$ cat config.mk
export PLATFORM = sky130hd
export DESIGN_NAME = mux_rr_arbiter
export DESIGN_NICKNAME = d
export VERILOG_FILES = /design/src/rtl/mux_rr_arbiter.sv
export SDC_FILE = /design/constraint.sdc
export NUM_CORES = 1
export LEC_CHECK = 0
export CORE_ASPECT_RATIO = 0.6
export CORE_MARGIN = 2
export CORE_UTILIZATION = 47
export DETAILED_ROUTE_END_ITERATION = 6
export PLACE_DENSITY = 0.94
export SYNTH_ARGS = -nofsm -noshare
export SYNTH_HDL_FRONTEND = slang
export SYNTH_SLANG_ARGS = --single-unit
$ cat constraint.sdc
create_clock -name clk -period 4.31 [get_ports clk]
set_input_delay 0.431 -clock clk [delete_from_list [all_inputs] [get_ports clk]]
set_output_delay 0.431 -clock clk [all_outputs]
set_load 0.02 [all_outputs]
$ cat src/rtl/mux_rr_arbiter.sv
// Round-robin arbiter sharing one 4:1 mux among four requesters, with a
// single-entry valid/ready output register. Define MUX_ARB_FIXED_PRIO_EN for fixed priority.
module mux_rr_arbiter #(
    parameter int DW       = 4,
    parameter int HOLD_MAX = 4
) (
    input  logic          clk,
    input  logic          rst,
    input  logic [3:0]    req,
    input  logic [DW-1:0] a,
    input  logic [DW-1:0] b,
    input  logic [DW-1:0] c,
    input  logic [DW-1:0] d,
    output logic [3:0]    gnt,
    output logic [1:0]    sel,
    output logic [3:0]    ack,
    output logic [DW-1:0] y,
    output logic          y_valid,
    input  logic          y_ready
);

    typedef enum logic {IDLE, GRANT} state_t;

    state_t        state, state_nx;
    logic [1:0]    ptr, ptr_nx, sel_nx, pick, idx;
    logic [3:0]    cnt, cnt_nx, gnt_nx;
    logic [DW-1:0] sel_data, y_nx;
    logic          y_valid_nx, accept, last_beat, found;

    // scan order starts at ptr; in fixed-priority builds ptr is pinned to 0
    always_comb begin
        pick  = ptr;
        idx   = ptr;
        found = 1'b0;
        for (int k = 0; k < 4; k++) begin
            idx = ptr + 2'(k);
            if (!found && req[idx]) begin
                pick  = idx;
                found = 1'b1;
            end
        end
    end

    assign ack       = gnt & req & {4{!y_valid | y_ready}};
    assign accept    = |ack;
    assign last_beat = (cnt == 4'(HOLD_MAX - 1));

    always_comb begin
        case (sel)
            2'd0:    sel_data = a;
            2'd1:    sel_data = b;
            2'd2:    sel_data = c;
            default: sel_data = d;
        endcase
    end

    always_comb begin
        state_nx   = state;
        gnt_nx     = gnt;
        sel_nx     = sel;
        ptr_nx     = ptr;
        cnt_nx     = cnt;
        y_nx       = y;
        y_valid_nx = y_valid;

        // output stage: accept replaces y with no bubble, otherwise drain on ready
        if (accept) begin
            y_nx       = sel_data;
            y_valid_nx = 1'b1;
        end else if (y_ready) begin
            y_valid_nx = 1'b0;
        end

        case (state)
            IDLE: begin
                if (found) begin
                    gnt_nx   = 4'b0001 << pick;
                    sel_nx   = pick;
                    cnt_nx   = 4'd0;
                    state_nx = GRANT;
                end
            end
            default: begin
                if (accept)
                    cnt_nx = cnt + 4'd1;
                if ((accept && last_beat) || !req[sel]) begin
                    gnt_nx   = 4'b0000;
                    state_nx = IDLE;
`ifdef MUX_ARB_FIXED_PRIO_EN
                    ptr_nx   = 2'd0;
`else
                    ptr_nx   = sel + 2'd1;
`endif
                end
            end
        endcase
    end

    always_ff @(posedge clk) begin
        if (rst) begin
            state   <= IDLE;
            gnt     <= 4'b0000;
            sel     <= 2'd0;
            ptr     <= 2'd0;
            cnt     <= 4'd0;
            y       <= '0;
            y_valid <= 1'b0;
        end else begin
            state   <= state_nx;
            gnt     <= gnt_nx;
            sel     <= sel_nx;
            ptr     <= ptr_nx;
            cnt     <= cnt_nx;
            y       <= y_nx;
            y_valid <= y_valid_nx;
        end
    end

endmodule
==> flow_summary.ini, run 1 <==
[timing]
fmax_mhz = 417
clock_skew_ps = 1.20
min_period_ps = 2400
slew_violations = 0
setup_viol = 0
rsz0062_at_grt = false
worst_pin_slew_ps = 728
hold_slack_ps = 497
maxSlewHeadroom = 0.513
period_share = 0.557
setup_tns_ps = 0
finalHoldViolCount = 0

[logic_synthesis]
ys_async_sr_fraction = 0
synth_top_area_cell = dfxtp_1
synth_seq_cells = 18
syn_nets = 154
synth_commonest_cells = dfxtp_1 (18), nand2_1 (16), nor2_1 (16)
synth.most_common_cell = dfxtp_1
synth-edff-count = 0
yosysWarnings = 0
synth-seq-area-share = 0.338
synth_area_leaders = dfxtp_1 (34%), ha_1 (5.9%), nand2_1 (5.6%)
synthCells = 126
syn_avg_cell_area_um2 = 8.46
yosys.cell_types.count = 37
synth_top_cell_area_share = 0.338
netlist_area_um2 = 1070
ys.flop_type = dfxtp_1

[clocking]
cts_buffers = 3
ctsResizeCount = 0
clkTransAtPathRegs_ps = 70
clk_path_buf_depth = 2
cts_tree = built
post_cts_buffers = 0
clock_latency_ps = 250
htree_levels = 1
cts_hold_buf = 0
cts-root-buf = clkbuf_8
cts_sinks = 18

[worst_setup_path]
cp.required_ps = 3880
cp-startpoint = req[3]
crit_path_end_kind = output port
reg2reg_depth = 5
r2r-end = ptr[0]
rr_startpoint = gnt[3]
startpoint_type = primary input
rrSetupSlack_ps = 2380
crit_type = in -> out
critPathMaxFanout = 9
critPathArrivalTime_ps = 1970

[placement]
dpl_cell_area_um2 = 1440
hpwl_mm = 2.00
io_buffers = 37
routabilityCongestion = 0.795

[global_route]
overflow = 0
grt_use_total = 0.228
grt_max_degree = 23
grt_pass1_vias = 969
grt_pass1_wl_mm = 4.38
antenna_found_initial = 0

[power]
p_int_w = 0.000326
p_sw_frac = 0.286
powerDensity_nw_per_um2 = 306
power_frac_comb = 0.279
switchingPower_w = 0.000130
seqPwrFrac = 0.419
p_leak_nw = 0.537
max-vdd-ir-drop_uv = 175
p_clk_frac = 0.302

[floorplanning]
dieHeight_um = 40.9
dieWidth_um = 65.5
ios = 38
rows = 13
dieArea_um2 = 2680
core_area_um2 = 2160
start_util = 0.493

[worst_hold_path]
min_path_cells = 2
worstHoldEndpoint = cnt[1]
min_from = cnt[1]
hold_path_class = reg -> reg

[layout]
nFillCells = 168
fin_nets = 191
area_delta_synth_final_pct = 40.0
antenna_cells = 0
finalInstanceArea_um2 = 1490
drive_gt1_frac = 0.0741

[route]
avgViaCountPerCell = 5.48
dr_total_vias = 1052
drt_iter0_drc = 110
ant_nets = 0
routed_wl_mm = 2.69
wire_per_inst_um = 14.0
drtPass1Iterations = 4
drc_errors = 0

[outcome]
outcome = finished clean

[flow_run]
maxCapViolations = 0
[layout by cell type, fill, tap and decap left out, types with 5 or more instances in the layout]
master,count
a21oi_1,5
clkdlybuf4s50_1,37
dfxtp_1,18
ha_1,5
inv_1,5
mux2i_1,5
nand2_1,16
nand2b_1,5
nor2_1,16
o21ai_0,7
[layer usage]
layer	GRT usage	vias up	routed length, um
met5	0	-	0
met4	0.104	0	39
met3	0.0549	5	200
met2	0.383	51	1160
met1	0.288	473	1290
li1	-	523	-
[critical path: stages]
cell	delay, ps
clkdlybuf4s50_1	630
nand2_1	140
nor2_1	140
clkdlybuf4s50_1	620
[layout make-up]
cell class,instances,area (um^2),area share
multi-input cells,98,651,0.436
repair buffers,37,370,0.248
flip-flops and latches,18,360,0.241
clock buffers,4,55.1,0.0369
inverters,5,18.8,0.0126
well taps,30,37.5,0.0251
[worst max-delay path by stage]
stage                     slack [ps]  cells past startpoint     end
after CTS                       1910                      4  ack[3]
after floorplan                 2530                      3  ptr[0]
after global routing            1740                      6  ptr[0]
after global placement          1780                      6  ptr[0]
final                           1910                      4  ack[3]
after detailed placement        1660                      6  ptr[0]
[stage by stage]
stage | setup slack (ps) | power (W) | cells | utilization
6_report | 1910 | 0.000456 | 192 | 0.690
5_1_grt | 1740 | 0.000477 | 192 | 0.690
4_1_cts | 1910 | 0.000456 | 192 | 0.690
3_5_place_dp | 1660 | 0.000321 | 188 | 0.665
3_3_place_gp | 1780 | 0.000316 | 188 | 0.665
2_1_floorplan | 2530 | 0.000268 | 126 | -
[cells by family (layout without fill, tap and decap cells)]
family	after synthesis	count (layout)	synth area share
AO/OA/AOI/OAI	27	27	0.190
XOR/XNOR	1	1	0.00822
adder cells (fa/ha/maj)	5	5	0.0587
buffers and inverters	10	46	0.0516
flip-flops	18	18	0.338
multiplexers	7	7	0.0822
AND/OR/NAND/NOR	58	58	0.271
[registers in the layout, indices dropped and copies added (netlist names)]
register  flops
cnt           4
gnt           4
ptr           2
sel           2
state         1
y             4
y_valid       1
[power by group through the flow]
stage | clock network [W] | logic, W | registers (W)
floorplan | 0 | 0.0000675 | 0.000200
global placement | 0 | 0.000123 | 0.000193
detailed placement | 0 | 0.000126 | 0.000194
CTS | 0.000138 | 0.000127 | 0.000191
global route | 0.000145 | 0.000140 | 0.000193
finish | 0.000138 | 0.000127 | 0.000191
(Power assumes the default switching activity.)
==> inputs of run 2 (changes only) <==
- CORE_UTILIZATION: 47 -> 40
- PLACE_DENSITY: 0.94 -> 0.86
- clock period: 4.31 -> 2.05 ns (I/O delays scaled with it)
==> flow_summary.ini, run 2 (synthesis gave the netlist of run 1 again) <==
[outcome]
outcome = finished clean

[layout]
drive_gt1_frac = 0.0964
mostFrequentLayoutCell = clkdlybuf4s50_1
area_delta_synth_final_pct = 43.1
final_cell_mix = clkdlybuf4s50_1 (37), dfxtp_1 (18), nand2_1 (16), nor2_1 (16), o21ai_0 (7)
antenna_cells = 0
reg_top3 = cnt x4, gnt x4, y x4
fin_nets = 195

[clocking]
post_cts_buffers = 0
cts_buffers = 3
cts_tree = built
cts_hold_buf = 0
htree_levels = 1
cts-root-buf = clkbuf_8
clock_latency_ps = 260
clkTransAtPathRegs_ps = 70
cts_sinks = 18
ctsResizeCount = 0
clk_path_buf_depth = 2

[worst_setup_path]
startpoint_type = primary input
critPathArrivalTime_ps = 1660
crit_type = in -> out
critPathMaxFanout = 7
crit_path_end_kind = output port
cp.required_ps = 1850

[timing]
finalWorstSetupSlack_ps = 183
finalHoldViolCount = 0
slew_violations = 0
rsz0062_at_grt = false
clock_skew_ps = 2.33
fmax_mhz = 536
min_period_ps = 1870
maxSlewHeadroom = 0.731
hold_slack_ps = 487
setup_viol = 0
worst_pin_slew_ps = 403
setup_tns_ps = 0
period_share = 0.911

[global_route]
grt_pass1_vias = 987
overflow = 0
antenna_found_initial = 0
grt_use_total = 0.190
grt_pass1_wl_mm = 4.58
grt_max_degree = 22

[route]
drt_iter0_drc = 114
drtPass1Iterations = 4
drc_errors = 0
avgViaCountPerCell = 5.42
ant_nets = 0
routed_wl_mm = 2.75
dr_total_vias = 1074
wire_per_inst_um = 13.9

[floorplanning]
dieArea_um2 = 3110
ios = 38
dieWidth_um = 70.6
start_util = 0.423
dieHeight_um = 44.0
core_area_um2 = 2520
rows = 14

[placement]
io_buffers = 37
routabilityCongestion = 0.898
hpwl_mm = 2.11
preCtsSetupSlack_ps = 167

[flow_run]
maxCapViolations = 0

[power]
p_leak_nw = 0.558
max-vdd-ir-drop_uv = 264
powerDensity_nw_per_um2 = 638

[worst_hold_path]
hold_path_class = reg -> reg
## run 2: cell count changes in the layout (fill, tap and decap cells not counted)
cell	before	now
buf_4	0	4
## run 2: through the flow
stage	instance area, um^2	instances	total power, W	utilization
after floorplan	1070	126	0.000563	-
after global placement	1470	194	0.000677	0.583
after detailed placement	1470	194	0.000684	0.583
after CTS	1530	198	0.000976	0.605
after global routing	1530	198	0.00103	0.605
final	1530	198	0.000973	0.605
## run 2: worst max-delay path: stages
cell,delay (ps)
clkdlybuf4s50_1,600
nand2_1,130
nor2_1,110
clkdlybuf4s50_1,620
## run 2: metal layers
metal | up-vias | track usage | part of all wire
met5 | - | 0 | 0
met3 | 3 | 0.0651 | 0.093
met4 | 0 | 0.0377 | 0.0051
met1 | 483 | 0.264 | 0.48
met2 | 57 | 0.291 | 0.42
li1 | 531 | - | -
## run 2: layout make-up
type                    count  area, um^2
multi-input cells          98         651
inverters                   5        18.8
repair buffers             41         400
well taps                  32        40.0
fillers                   219         997
flip-flops and latches     18         360
clock buffers               4        55.1
## run 2: final timing paths
check | cells past startpoint | slack (ps) | startpoint | end
max | 4 | 180 | req[0] | ack[0]
min | 2 | 490 | cnt[1] | cnt[1]
max reg2reg | 6 | 320 | sel[0] | y[0]
min reg2reg | 2 | 490 | cnt[1] | cnt[1]
## run 2: power by group
| group | internal [W] | switching, W |
|---|---|---|
| clock network | 0.000171 | 0.000122 |
| registers | 0.000375 | 0.0000267 |
| logic | 0.000146 | 0.000133 |
==> inputs of run 3 (changes only) <==
- CORE_UTILIZATION: 40 -> 47
- PLACE_DENSITY: 0.86 -> 0.94
- clock period: 2.05 -> 2.2 ns (I/O delays scaled with it)
==> flow_summary.ini, run 3 (synthesis gave the netlist of run 1 again) <==
[power]
p_sw_frac = 0.284
seqPwrFrac = 0.417
max-vdd-ir-drop_uv = 367
p_leak_nw = 0.558
p_clk_frac = 0.298
finalPower_w = 0.000900
p_int_w = 0.000644
switchingPower_w = 0.000255
powerDensity_nw_per_um2 = 591
power_frac_comb = 0.286

[clocking]
cts_buffers = 3
htree_levels = 1
cts_sinks = 18
ctsResizeCount = 0
clk_path_buf_depth = 2
cts_tree = built
cts-root-buf = clkbuf_8
clock_latency_ps = 250
post_cts_buffers = 0
cts_hold_buf = 0
clkTransAtPathRegs_ps = 70

[global_route]
antenna_found_initial = 0
overflow = 0
grt_pass1_vias = 918
grt_max_degree = 22
grt_pass1_wl_mm = 4.08
grt_use_total = 0.218

[worst_setup_path]
critPathArrivalTime_ps = 1660
startpoint_type = primary input
crit_type = in -> out
cp.required_ps = 1980
crit_path_end_kind = output port
critPathMaxFanout = 9

[timing]
setup_tns_ps = 0
maxSlewHeadroom = 0.728
finalHoldViolCount = 0
fmax_mhz = 532
worst_pin_slew_ps = 407
rsz0062_at_grt = false
clock_skew_ps = 1.39
period_share = 0.854
setup_viol = 0
slew_violations = 0
finalWorstSetupSlack_ps = 321
min_period_ps = 1880

[route]
dr_total_vias = 1076
drt_iter0_drc = 76
routed_wl_mm = 2.67
avgViaCountPerCell = 5.49
wire_per_inst_um = 13.6
drc_errors = 0
drtPass1Iterations = 4
ant_nets = 0

[outcome]
outcome = finished clean

[floorplanning]
ios = 38
core_area_um2 = 2160
start_util = 0.493
dieHeight_um = 40.9
dieWidth_um = 65.5
rows = 13
dieArea_um2 = 2680

[placement]
hpwl_mm = 1.99
io_buffers = 37
routabilityCongestion = 0.827
preCtsSetupSlack_ps = 292
placed_cells = 192

[layout]
stdcell_count = 196
antenna_cells = 0
reg_top3 = cnt x4, gnt x4, y x4
area_delta_synth_final_pct = 42.8
nFillCells = 167
final_cell_mix = clkdlybuf4s50_1 (37), dfxtp_1 (18), nand2_1 (16), nor2_1 (16), o21ai_0 (7)
fin_nets = 195
mostFrequentLayoutCell = clkdlybuf4s50_1
drive_gt1_frac = 0.0964

[worst_hold_path]
hold_path_class = reg -> reg

[flow_run]
maxCapViolations = 0
==> run 3: cell counts in the layout (fill, tap and decap cells not counted) <==
Identical to the previous run, type by type.
==> run 3: routing by layer <==
metal / track usage / wire length (um)
met5: 0 / 0
met4: 0.115 / 55
met3: 0.0714 / 305
met2: 0.352 / 1080
met1: 0.269 / 1230
==> run 3: power groups by stage <==
stage | sequential [W] | clock, W | combinational (W)
final | 0.000375 | 0.000268 | 0.000257
after global routing | 0.000378 | 0.000285 | 0.000279
after CTS | 0.000374 | 0.000276 | 0.000257
after detailed placement | 0.000381 | 0 | 0.000255
after global placement | 0.000379 | 0 | 0.000248
after floorplan | 0.000392 | 0 | 0.000132
==> run 3: layout make-up <==
cell class / count / area (um^2) / area share
timing repair buffer: 41 / 400 / 0.263
clock buffer: 4 / 55.1 / 0.0362
multi-input combinational: 98 / 651 / 0.427
inverter: 5 / 18.8 / 0.0123
tap: 30 / 37.5 / 0.0247
sequential: 18 / 360 / 0.237
==> run 3: final timing paths <==
path,start,endpoint,slack [ps],depth (start not counted)
max,req[3],ack[3],320,4
min,cnt[1],cnt[1],490,2
max reg2reg,sel[0],ptr[0],520,3
min reg2reg,cnt[1],cnt[1],490,2
==> run 3: critical path: stages <==
cell and delay, ps:
clkdlybuf4s50_1 610, nand2_1 130, nor2_1 100, clkdlybuf4s50_1 600
==> run 3: stage by stage <==
stage	hold slack [ps]	util	area, um^2
after floorplan	400	-	1070
after global placement	472	0.678	1470
after detailed placement	489	0.678	1470
after CTS	500	0.704	1520
after global routing	515	0.704	1520
final	494	0.704	1520
